[src/rtl/mips_pkg.sv]
// Shared definitions for the pipeline memory-port arbiter: default widths,
// opcode constants and arbiter FSM state encodings.
package mips_pkg;

  localparam int MIPS_ADDR_W = 32;
  localparam int MIPS_DATA_W = 32;

  localparam logic [5:0] OP_LW = 6'b100011;
  localparam logic [5:0] OP_SW = 6'b101011;

  // Arbiter FSM states
  localparam logic [1:0] ST_IDLE     = 2'd0;
  localparam logic [1:0] ST_GRANT_IF = 2'd1;
  localparam logic [1:0] ST_GRANT_DM = 2'd2;
  localparam logic [1:0] ST_DONE     = 2'd3;

  // True when the state is one of the two grant states (an access is on the bus)
  function automatic logic is_grant_state(input logic [1:0] st);
    return (st == ST_GRANT_IF) || (st == ST_GRANT_DM);
  endfunction

endpackage

[src/rtl/mem_port_arbiter.sv]
// Arbitrates one single-port memory between instruction fetch and the MEM
// stage. Each access is a registered req/ack handshake; the winner gets its
// read data with a one-cycle valid pulse, and stalls are raised while a
// stage's request is outstanding. A wait counter aborts accesses the memory
// never acknowledges; a starvation counter lets fetch through after a run of
// data grants.
module mem_port_arbiter
  import mips_pkg::*;
#(
  parameter int ADDR_W     = MIPS_ADDR_W,
  parameter int DATA_W     = MIPS_DATA_W,
  parameter int STARVE_MAX = 4,
  parameter int TIMEOUT    = 255
) (
  input  logic              clk,
  input  logic              rst_n,
  input  logic              if_req,
  input  logic [ADDR_W-1:0] if_addr,
  output logic [DATA_W-1:0] if_rdata,
  output logic              if_valid,
  input  logic              dm_req,
  input  logic              dm_we,
  input  logic [ADDR_W-1:0] dm_addr,
  input  logic [DATA_W-1:0] dm_wdata,
  output logic [DATA_W-1:0] dm_rdata,
  output logic              dm_valid,
  output logic              stall_if,
  output logic              stall_mem,
  output logic              mem_req,
  output logic              mem_we,
  output logic [ADDR_W-1:0] mem_addr,
  output logic [DATA_W-1:0] mem_wdata,
  input  logic              mem_ack,
  input  logic [DATA_W-1:0] mem_rdata,
  output logic              err_timeout
);

  localparam int SC_W = $clog2(STARVE_MAX + 1);
  localparam logic [SC_W-1:0] STARVE_LIM = SC_W'(STARVE_MAX);
  localparam logic [7:0]      WAIT_LIM   = 8'(TIMEOUT);

  logic [1:0]      state_r;
  logic [1:0]      state_next_s;
  logic [SC_W-1:0] starve_cnt_r;
  logic [7:0]      wait_cnt_r;

  logic starve_hit_s;
  logic grant_if_s;
  logic grant_dm_s;
  logic in_grant_s;
  logic ack_s;
  logic timeout_s;
  logic finish_s;

  // Arbitration decision and end-of-access detection
  always_comb begin
    grant_if_s   = 1'b0;
    grant_dm_s   = 1'b0;
    starve_hit_s = (starve_cnt_r == STARVE_LIM) && if_req;
    in_grant_s   = is_grant_state(state_r);
    if (state_r == ST_IDLE) begin
      if (dm_req && !starve_hit_s) begin
        grant_dm_s = 1'b1;
      end else if (if_req) begin
        grant_if_s = 1'b1;
      end else begin
        grant_dm_s = 1'b0;
        grant_if_s = 1'b0;
      end
    end else begin
      grant_dm_s = 1'b0;
      grant_if_s = 1'b0;
    end
    // An ack only counts while an access is actually on the bus
    ack_s     = in_grant_s && mem_ack;
    timeout_s = in_grant_s && !mem_ack && (wait_cnt_r == WAIT_LIM);
    finish_s  = ack_s || timeout_s;
  end

  // Next-state logic for the access sequencer
  always_comb begin
    state_next_s = state_r;
    case (state_r)
      ST_IDLE: begin
        if (grant_dm_s) begin
          state_next_s = ST_GRANT_DM;
        end else if (grant_if_s) begin
          state_next_s = ST_GRANT_IF;
        end else begin
          state_next_s = ST_IDLE;
        end
      end
      ST_GRANT_IF, ST_GRANT_DM: begin
        if (finish_s) begin
          state_next_s = ST_DONE;
        end else begin
          state_next_s = state_r;
        end
      end
      ST_DONE: state_next_s = ST_IDLE;
      default: state_next_s = ST_IDLE;
    endcase
  end

  // State register and memory-side request/address/data registers
  always_ff @(posedge clk or negedge rst_n) begin
    if (!rst_n) begin
      state_r   <= ST_IDLE;
      mem_req   <= 1'b0;
      mem_we    <= 1'b0;
      mem_addr  <= '0;
      mem_wdata <= '0;
    end else begin
      state_r <= state_next_s;
      if (grant_dm_s) begin
        mem_req   <= 1'b1;
        mem_we    <= dm_we;
        mem_addr  <= dm_addr;
        mem_wdata <= dm_wdata;
      end else if (grant_if_s) begin
        mem_req  <= 1'b1;
        mem_we   <= 1'b0;
        mem_addr <= if_addr;
      end else if (finish_s) begin
        mem_req <= 1'b0;
        mem_we  <= 1'b0;
      end
    end
  end

  // Per-requester read data and one-cycle retire pulses
  always_ff @(posedge clk or negedge rst_n) begin
    if (!rst_n) begin
      if_valid <= 1'b0;
      dm_valid <= 1'b0;
      if_rdata <= '0;
      dm_rdata <= '0;
    end else begin
      if_valid <= finish_s && (state_r == ST_GRANT_IF);
      dm_valid <= finish_s && (state_r == ST_GRANT_DM);
      if (state_r == ST_GRANT_IF) begin
        if (ack_s) begin
          if_rdata <= mem_rdata;
        end else if (timeout_s) begin
          if_rdata <= '0;
        end
      end else if (state_r == ST_GRANT_DM) begin
        // Stores leave the last load result in place
        if (ack_s && !mem_we) begin
          dm_rdata <= mem_rdata;
        end else if (timeout_s) begin
          dm_rdata <= '0;
        end
      end
    end
  end

  // Wait counter: cycles spent in a grant state, cleared outside them
  always_ff @(posedge clk or negedge rst_n) begin
    if (!rst_n) begin
      wait_cnt_r <= 8'd0;
    end else if (in_grant_s && !finish_s) begin
      wait_cnt_r <= wait_cnt_r + 8'd1;
    end else begin
      wait_cnt_r <= 8'd0;
    end
  end

  // Starvation counter: data grants taken while fetch was waiting
  always_ff @(posedge clk or negedge rst_n) begin
    if (!rst_n) begin
      starve_cnt_r <= '0;
    end else if (grant_if_s) begin
      starve_cnt_r <= '0;
    end else if (grant_dm_s && if_req && (starve_cnt_r != STARVE_LIM)) begin
      starve_cnt_r <= starve_cnt_r + SC_W'(1);
    end
  end

  // Sticky record that some access was abandoned
  always_ff @(posedge clk or negedge rst_n) begin
    if (!rst_n) begin
      err_timeout <= 1'b0;
    end else if (timeout_s) begin
      err_timeout <= 1'b1;
    end
  end

  assign stall_if  = if_req & ~if_valid;
  assign stall_mem = dm_req & ~dm_valid;

endmodule
[config.mk]
export PLATFORM = sky130hd
export DESIGN_NAME = mem_port_arbiter
export DESIGN_NICKNAME = d
export VERILOG_FILES = /design/src/rtl/mips_pkg.sv /design/src/rtl/mem_port_arbiter.sv
export SDC_FILE = /design/constraint.sdc
export NUM_CORES = 1
export LEC_CHECK = 0
export CORE_ASPECT_RATIO = 1.1
export CORE_UTILIZATION = 40
export CTS_CLUSTER_SIZE = 25
export DETAILED_ROUTE_END_ITERATION = 8
export PLACE_DENSITY = 0.77
export SLEW_MARGIN = 0
export SYNTH_ARGS = -nofsm -noshare
export SYNTH_HDL_FRONTEND = slang
export SYNTH_SLANG_ARGS = --single-unit
[constraint.sdc]
create_clock -name clk -period 1.9 [get_ports clk]
set_clock_uncertainty 0.15 [all_clocks]
set_input_delay 0.38 -clock clk [delete_from_list [all_inputs] [get_ports clk]]
set_output_delay 0.38 -clock clk [all_outputs]
set_load 0.01 [all_outputs]
# Word level (Yosys, flattened, before mapping)
# Index checks and enable logic that the tools add are counted.
# W data, S select, Z words.
# word_totals
out_inout_bits,135
register_bits,146
word_cells,74
# classes
addsub,2
n_mux,22
n_reduce_logical,26
eq_ne,7
bitwise,5
# op_table
cell,count
$mux W32,5
$logic_and A1 B1 Y1,11
$mux W1,11
$add A8 B1 Y8 const B,1
$eq A8 B8 Y1 const B,1
$mux W8,1
$reduce_bool A2 Y1,4
$mux W3,2
$pmux W2 S3,1
$eq A2 B2 Y1 const B,2
$logic_not A1 Y1,4
$mux W2,2
$add A3 B1 Y3 const B,1
$eq A3 B3 Y1 const B,1
$ne A3 B3 Y1 const B,1
$not A1 Y1,3
$reduce_and A3 Y1,1
$reduce_bool A3 Y1,1
$and A1 B1 Y1,2
$eq A2 B1 Y1 const B,1
$logic_not A2 Y1,1
$logic_or A1 B1 Y1,2
$ne A2 B2 Y1 const B,1
$reduce_and A2 Y1,1
$reduce_or A2 Y1,1

# Depth between registers and ports, before layout
# Gate-level depths: netlist of the first run.
# depth
ltp_word,10
mapped_depth,8
depth_no_buf,5

# Worst setup path before layout of the first run
# OpenSTA, ideal clock, no wires.
# synth_timing
path_type,reg-to-reg
startpoint,reg starve_cnt_r[0]
endpoint,reg mem_wdata[10]
setup_time_ps,125
stages_incl_launch_ff,9
t_arrival_ps,1624
required_time_ps,1625
n_path_buf,3
setup_slack_ps,0
path_cell_list,dfrtp_1 -> inv_1 -> ha_1 -> and3_1 -> clkbuf_1 -> or2_1 -> buf_6 -> buf_6 -> mux2_4
# synth_via
elab_chain_len,6
# synth_rtl
item,line,text
from (decl),mem_port_arbiter.sv:44,logic [SC_W-1:0] starve_cnt_r;
from (signal assigned),mem_port_arbiter.sv:176,starve_cnt_r <= starve_cnt_r + SC_W'(1);
$eq A3 B3 Y1,mem_port_arbiter.sv:59,starve_hit_s = (starve_cnt_r == STARVE_LIM) && if_req;
$logic_and A1 B1 Y1,mem_port_arbiter.sv:59,
$logic_not A1 Y1,mem_port_arbiter.sv:62,if (dm_req && !starve_hit_s) begin
$logic_and A1 B1 Y1,mem_port_arbiter.sv:62,
$mux W1,mem_port_arbiter.sv:62,
$mux W1,mem_port_arbiter.sv:61,if (state_r == ST_IDLE) begin
to (signal assigned),mem_port_arbiter.sv:119,mem_wdata <= dm_wdata;
to (decl),mem_port_arbiter.sv:32,"output logic [DATA_W-1:0] mem_wdata,"
# No other way between the ends.
# A chain may end at the register's enable or synchronous reset.

# Final worst setup path of the first run
# layout_timing
startpoint,reg mem_wdata[26]
endpoint,out mem_wdata[26]
# No word-level cell between the ends.

==> flow_summary_export.csv, run 1 <==
group,metric,value,unit
critical_path,path_delay_family,"buffers and inverters",
power_and_ir_drop,p_clk_share,19.1,%
clock_network,htree_levels,4,
power_and_ir_drop,total_power,18.0,mW
layout,final_area,11100,sq um
layout,syn2layout_area_growth,61.1,%
hold_path,hp-class,"input port to register",
timing,tightest_slew,0.380,ns
timing,fmax,534,MHz
yosys,seq_area_frac_synth,53.0,%
power_and_ir_drop,p_int,11.9,mW
timing,fin_setup_tns,0,ns
clock_network,clock_latency,0.42,ns
yosys,synth.cell_area,6900,sq um
route,vias,5953,
floorplan,start_util,40.7,%
clock_network,path_clk_slew,0.06,ns
yosys,synth-warning-count,0,
global_route,grt_pass1_wl,31.6,mm
power_and_ir_drop,p_sw,6.07,mW
critical_path,worstPathArrival,1.34,ns
global_route,grt_pass1_vias,5999,
power_and_ir_drop,switching_share,33.8,%
placement,place.detailed.hpwl,14.1,mm
timing,whs,0.289,ns
route,firstDrtPassIters,6,
floorplan,rows,50,
layout,layout_common_cells,"clkdlybuf4s50_1 (211), dfrtp_1 (145), o21ai_0 (45)",
critical_path,reg2reg_to,"mem_wdata[16]",
critical_path,reg2reg_setup_slack,0.05,ns
route,drt_iter0_drc,319,
placement,dp_cells,1114,
placement,gp_congestion,0.778,
placement,dpl_cell_area,10200,sq um
critical_path,regToRegStartpoint,"starve_cnt_r[1]",
placement,io_buffers,268,
critical_path,path_buf_inv,1,
floorplan,chipHeight,140,microns
floorplan,core-area,17000,sq um
route,drt-total-wl,20.9,mm
route,drt.antenna.violating_nets,0,
global_route,grt_usage,22.8,%
clock_network,cts_buffers,17,
clock_network,cts_sinks,146,
critical_path,path_cells,"clkdlybuf4s50_1",
hold_path,min_to,"starve_cnt_r[2]",
clock_network,cts_tree,"built",
yosys,synth-async-reset-ratio,100,%
critical_path,cpMaxStageDelayCell,"clkdlybuf4s50_1",
layout,antenna_cells,0,
power_and_ir_drop,p_leak,5.06,nW
power_and_ir_drop,p_per_area,1620,nW/um^2
timing,setup_viol,0,
timing,min_period,1.87,ns
power_and_ir_drop,max-vdd-ir-drop,0.790,mV
critical_path,critPathRequiredTime,1.37,ns
global_route,grt-ovfl-total,0,
floorplan,fp.dieW,127,microns
power_and_ir_drop,combinationalPowerShare,51.3,%
run_status,outcome,"finished with violations",
clock_network,clockBufferDepth,2,
run,drv_cap,0,
floorplan,die_area,17800,sq um
critical_path,ff2ff_path_depth,6,
yosys,ys_ff_latch,146,
run_status,violations,"design-rule violations",
critical_path,critical_path_class,"register to output port",
layout,nFillCells,1290,
layout,drive_gt1_share,16.1,%
yosys,synthesis.nets,754,
yosys,synth-edff-count,0,
yosys,synth-main-ff-cell,"dfrtp_1",
critical_path,end_kind,"output port",
route,drt-vias-per-instance,5.15,
yosys,netlist_instances,614,
yosys,ys_types,44,
timing,slew_viol_final,0,
critical_path,max_stage_delay,0.57,ns
timing,maxSlewHeadroom,74.7,%
timing,period_share,98.6,%
layout,final_nets,1052,
layout,fin_cells,1157,
clock_network,cts_root_buf,"clkbuf_16",
critical_path,cp-startpoint,"mem_wdata[26]",
critical_path,worstPathMaxFanout,2,
global_route,antenna_found_initial,0,
global_route,grt_max_degree,45,
layout,layout_commonest_cell,"clkdlybuf4s50_1",
hold_path,hp-start,"dm_req",
floorplan,pin_count,269,
route,drc,2,
yosys,avgSynthCellArea,11.2,sq um
critical_path,cp-start-kind,"register",
hold_path,min_path_cells,3,
timing,final_hold_viol_count,0,
power_and_ir_drop,seqPwrFrac,29.6,%
route,wl_per_cell,18.0,microns
==> cells by family (layout without fill, tap and decap cells) <==
family	after synthesis	after routing	synth area share, %
AO/OA/AOI/OAI	189	189	18.4
XOR/XNOR	3	3	0.381
adder cells (fa/ha/maj)	6	6	1.09
buffers and inverters	93	402	5.86
flip-flops	146	146	53.0
multiplexers	65	65	11.6
AND/OR/NAND/NOR	112	112	9.76
==> how the worst max path moves through the flow <==
| stage | endpoint | slack [ns] | depth (start not counted) |
|---|---|---|---|
| finish | mem_wdata[26] | 0.03 | 1 |
| global route | if_rdata[15] | -0.01 | 7 |
| CTS | mem_wdata[7] | -0.0003 | 6 |
| detailed placement | stall_mem | -0.29 | 4 |
| global placement | mem_wdata[10] | -0.29 | 5 |
| floorplan | mem_wdata[10] | 0.0004 | 8 |
==> through the flow <==
step | utilization [%] | setup slack [ns]
CTS | 63.5 | -0.000252
finish | 65.5 | 0.0267
floorplan | - | 0.000402
detailed placement | 59.9 | -0.290
global placement | 59.9 | -0.286
global route | 65.5 | -0.0147
==> cells in the mapped netlist (all sizes together), types with 2 or more instances <==
library cell	n	share of area [%]
dfrtp	146	53
o21ai	70	5.1
inv	44	2.4
nand2	38	2.1
clkbuf	34	2.0
mux2	33	6.9
a2bb2oi	32	4.1
and3b	32	4.1
mux2i	32	4.6
a21oi	24	1.7
o22ai	22	2.0
o2bb2ai	21	2.7
buf	15	1.5
nand2b	15	1.4
o221a	12	2.0
nor2	7	0.38
ha	6	1.1
nand3	4	0.29
and2	3	0.27
or3	3	0.27
and3	2	0.18
nand4	2	0.27
o31ai	2	0.22
xor2	2	0.25
==> flip-flops by register name, summed over array words and instances (netlist names) <==
name and flops:
dm_rdata 32, if_rdata 32, mem_addr 32, mem_wdata 32, wait_cnt_r 8, starve_cnt_r 3
state_r 2, dm_valid 1, err_timeout 1, if_valid 1, mem_req 1, mem_we 1
==> power groups by stage <==
stage | logic [mW] | clock network, mW | registers, mW
after detailed placement | 8.86 | 0 | 5.33
after CTS | 8.82 | 3.48 | 5.32
after floorplan | 3.91 | 0 | 5.88
final | 9.21 | 3.43 | 5.33
after global placement | 8.66 | 0 | 5.31
after global routing | 9.90 | 3.61 | 5.49
==> area by class of cell <==
type | instances | area (sq um) | share of cell area [%]
repair buffers | 328 | 3500 | 31.5
clock buffers | 18 | 439 | 3.95
flip-flops and latches | 146 | 3650 | 32.9
multi-input cells | 375 | 2910 | 26.1
inverters | 44 | 165 | 1.49
well taps | 234 | 293 | 2.63
clock inverters | 12 | 158 | 1.42
==> layer usage <==
| metal | track usage, % | part of all wire [%] |
|---|---|---|
| met4 | 10.8 | 2.3 |
| met2 | 38.3 | 50 |
| met5 | 0 | 0 |
| met3 | 4.88 | 4.6 |
| met1 | 27.7 | 43 |
==> repair_timing <==
item                                   in CTS  in global routing
gates cloned                                0                  8
hold buffers                                1                  0
pin swaps                                   0                  3
gates resized for setup                    17                 75
endpoints found under the hold margin      33                  0
buffers inserted                            1                  3
setup endpoints to repair                  35                150
(Power assumes the default switching activity.)
==> run 2: changes to the inputs <==
--- a/config.mk
+++ b/config.mk
@@ -5,11 +5,13 @@
 export SDC_FILE = /design/constraint.sdc
 export NUM_CORES = 1
 export LEC_CHECK = 0
+export CELL_PAD_IN_SITES_DETAIL_PLACEMENT = 0
+export CELL_PAD_IN_SITES_GLOBAL_PLACEMENT = 1
 export CORE_ASPECT_RATIO = 1.1
-export CORE_UTILIZATION = 40
+export CORE_UTILIZATION = 30
 export CTS_CLUSTER_SIZE = 25
 export DETAILED_ROUTE_END_ITERATION = 8
-export PLACE_DENSITY = 0.77
+export PLACE_DENSITY_LB_ADDON = 0.1
 export SLEW_MARGIN = 0
 export SYNTH_ARGS = -nofsm -noshare
 export SYNTH_HDL_FRONTEND = slang
==> run 2 against run 1 <==
The run now ends clean; sequential cell count did not move; critical path depth unchanged; sequential share of layout area grew 0.19 points; final cell count up 4.1%; critical path type unchanged; largest cell class unchanged; largest power group unchanged.
==> flow_summary_export.csv, run 2 (same netlist as run 1, synthesis figures left out) <==
group,metric,value,unit
global_route,antenna_found_initial,0,
floorplan,rows,57,
power_and_ir_drop,p_clk_share,19.0,%
placement,place_ws,-0.279,ns
placement,io_buffers,268,
timing,finalWorstSetupSlack,0.0356,ns
layout,layout_commonest_cell,"clkdlybuf4s50_1",
layout,layout_common_cells,"clkdlybuf4s50_1 (185), dfrtp_1 (145), dlymetal6s2s_1 (52)",
timing,min_period,1.86,ns
route,drt-total-wl,22.6,mm
floorplan,start_util,30.9,%
timing,fmax,536,MHz
power_and_ir_drop,p_int,11.6,mW
timing,period_share,98.1,%
hold_path,hp-class,"input port to async pin",
clock_network,clockBufferDepth,2,
layout,antenna_cells,0,
timing,tightest_slew,0.394,ns
critical_path,ff2ff_path_depth,6,
critical_path,critPathRequiredTime,1.37,ns
power_and_ir_drop,seqPwrFrac,30.2,%
critical_path,critical_path_class,"register to output port",
route,drt_iter0_drc,326,
global_route,grt_max_degree,42,
layout,nFillCells,1995,
critical_path,path_buf_inv,1,
power_and_ir_drop,p_per_area,1600,nW/um^2
route,wl_per_cell,18.8,microns
clock_network,clock_latency,0.41,ns
run_status,outcome,"complete, no violations",
critical_path,max_stage_delay,0.55,ns
clock_network,htree_levels,4,
global_route,grt_usage,19.4,%
global_route,grt_pass1_vias,6124,
critical_path,path_cells,"clkdlybuf4s50_1",
power_and_ir_drop,combinationalPowerShare,50.8,%
route,firstDrtPassIters,4,
critical_path,cpMaxStageDelayCell,"clkdlybuf4s50_1",
critical_path,end_kind,"output port",
timing,setup_viol,0,
power_and_ir_drop,switching_share,34.2,%
route,drt-vias-per-instance,4.82,
clock_network,cts_sinks,146,
power_and_ir_drop,total_power,17.7,mW
floorplan,pin_count,269,
route,drc,0,
timing,final_hold_viol_count,0,
global_route,grt-ovfl-total,0,
timing,slew_viol_final,0,
layout,final_nets,1040,
critical_path,worstPathArrival,1.33,ns
clock_network,cts_buffers,17,
placement,place.detailed.hpwl,16.2,mm
power_and_ir_drop,p_sw,6.05,mW
critical_path,regToRegStartpoint,"starve_cnt_r[1]",
layout,drive_gt1_share,15.2,%
layout,utilization,49.5,%
timing,maxSlewHeadroom,73.7,%
power_and_ir_drop,p_leak,5.10,nW
floorplan,fp.dieW,147,microns
route,drt.antenna.violating_nets,0,
placement,gp_congestion,0.759,
floorplan,core-area,22300,sq um
critical_path,reg2reg_setup_slack,0.05,ns
layout,syn2layout_area_growth,60.2,%
floorplan,chipHeight,161,microns
clock_network,cts_root_buf,"clkbuf_16",
floorplan,die_area,23600,sq um
global_route,grt_pass1_wl,35.5,mm
power_and_ir_drop,max-vdd-ir-drop,0.690,mV
clock_network,path_clk_slew,0.06,ns
critical_path,cp-start-kind,"register",
critical_path,worstPathMaxFanout,2,
critical_path,path_delay_family,"buffers and inverters",
clock_network,cts_tree,"built",
run,drv_cap,0,
route,vias,5809,
critical_path,reg2reg_to,"mem_wdata[20]",
## run 2: changes by cell type in the layout (fill, tap and decap cells not counted), moves of 3 or more
cell	delta
clkdlybuf4s50_1	-26
dlygate4sd2_1	+13
dlymetal6s2s_1	+11
buf_4	-10
o21ai_0	+4
o21ai_1	-4
ha_4	-3
## run 2: layout make-up
cell class	count	area, sq um	area share (%)
inverters	44	165	1.49
clock buffers	20	447	4.04
repair buffers	316	3400	30.7
well taps	295	369	3.34
multi-input cells	375	2880	26.1
clock inverters	9	135	1.22
flip-flops and latches	146	3650	33.1
## run 2: how the worst max path moves through the flow
stage / end / cells past startpoint / slack, ns / startpoint
2_1_floorplan: mem_wdata[10] / 8 / 0.0004 / starve_cnt_r[0]
3_3_place_gp: stall_mem / 4 / -0.25 / dm_req
3_5_place_dp: stall_mem / 4 / -0.28 / dm_req
4_1_cts: mem_wdata[1] / 1 / 0.0004 / mem_wdata[1]
5_1_grt: dm_rdata[15] / 6 / -0.01 / state_r[1]
6_report: if_rdata[10] / 1 / 0.04 / if_rdata[10]
## run 2: what timing repair did
action | 4_1_cts | 5_1_grt
hold buffers | 1 | 0
gates cloned | 1 | 3
pin swaps | 0 | 0
setup buffers | 1 | 0
endpoints found under the setup margin | 61 | 125
gates resized for setup | 34 | 85
hold endpoints to repair | 30 | 0
## run 2: power groups by stage
stage | sequential, mW | combinational, mW | clock [mW]
after detailed placement | 5.39 | 9.01 | 0
final | 5.34 | 8.99 | 3.36
after floorplan | 5.88 | 3.91 | 0
after CTS | 5.37 | 8.93 | 3.46
after global routing | 5.53 | 9.71 | 3.59
after global placement | 5.35 | 8.84 | 0
## run 2: routing by layer
layer / track usage (%) / wire [microns] / up-vias
met4: 6.25 / 440 / 0
met5: 0 / 0 / -
met1: 25.1 / 9860 / 2850
met2: 32.3 / 11300 / 164
li1: - / - / 2770
met3: 4.24 / 1040 / 25
## run 2: stage by stage
stage | hold slack (ns) | std cells | TNS (ns) | cell area (sq um)
4_1_cts | 0.284 | 1202 | 0 | 10800
5_1_grt | 0.313 | 1205 | -0.0921 | 11000
3_3_place_gp | 0.158 | 1170 | -12.47 | 10200
6_report | 0.292 | 1205 | 0 | 11000
3_5_place_dp | 0.160 | 1170 | -16.64 | 10200
2_1_floorplan | -0.0656 | 614 | 0 | 6900
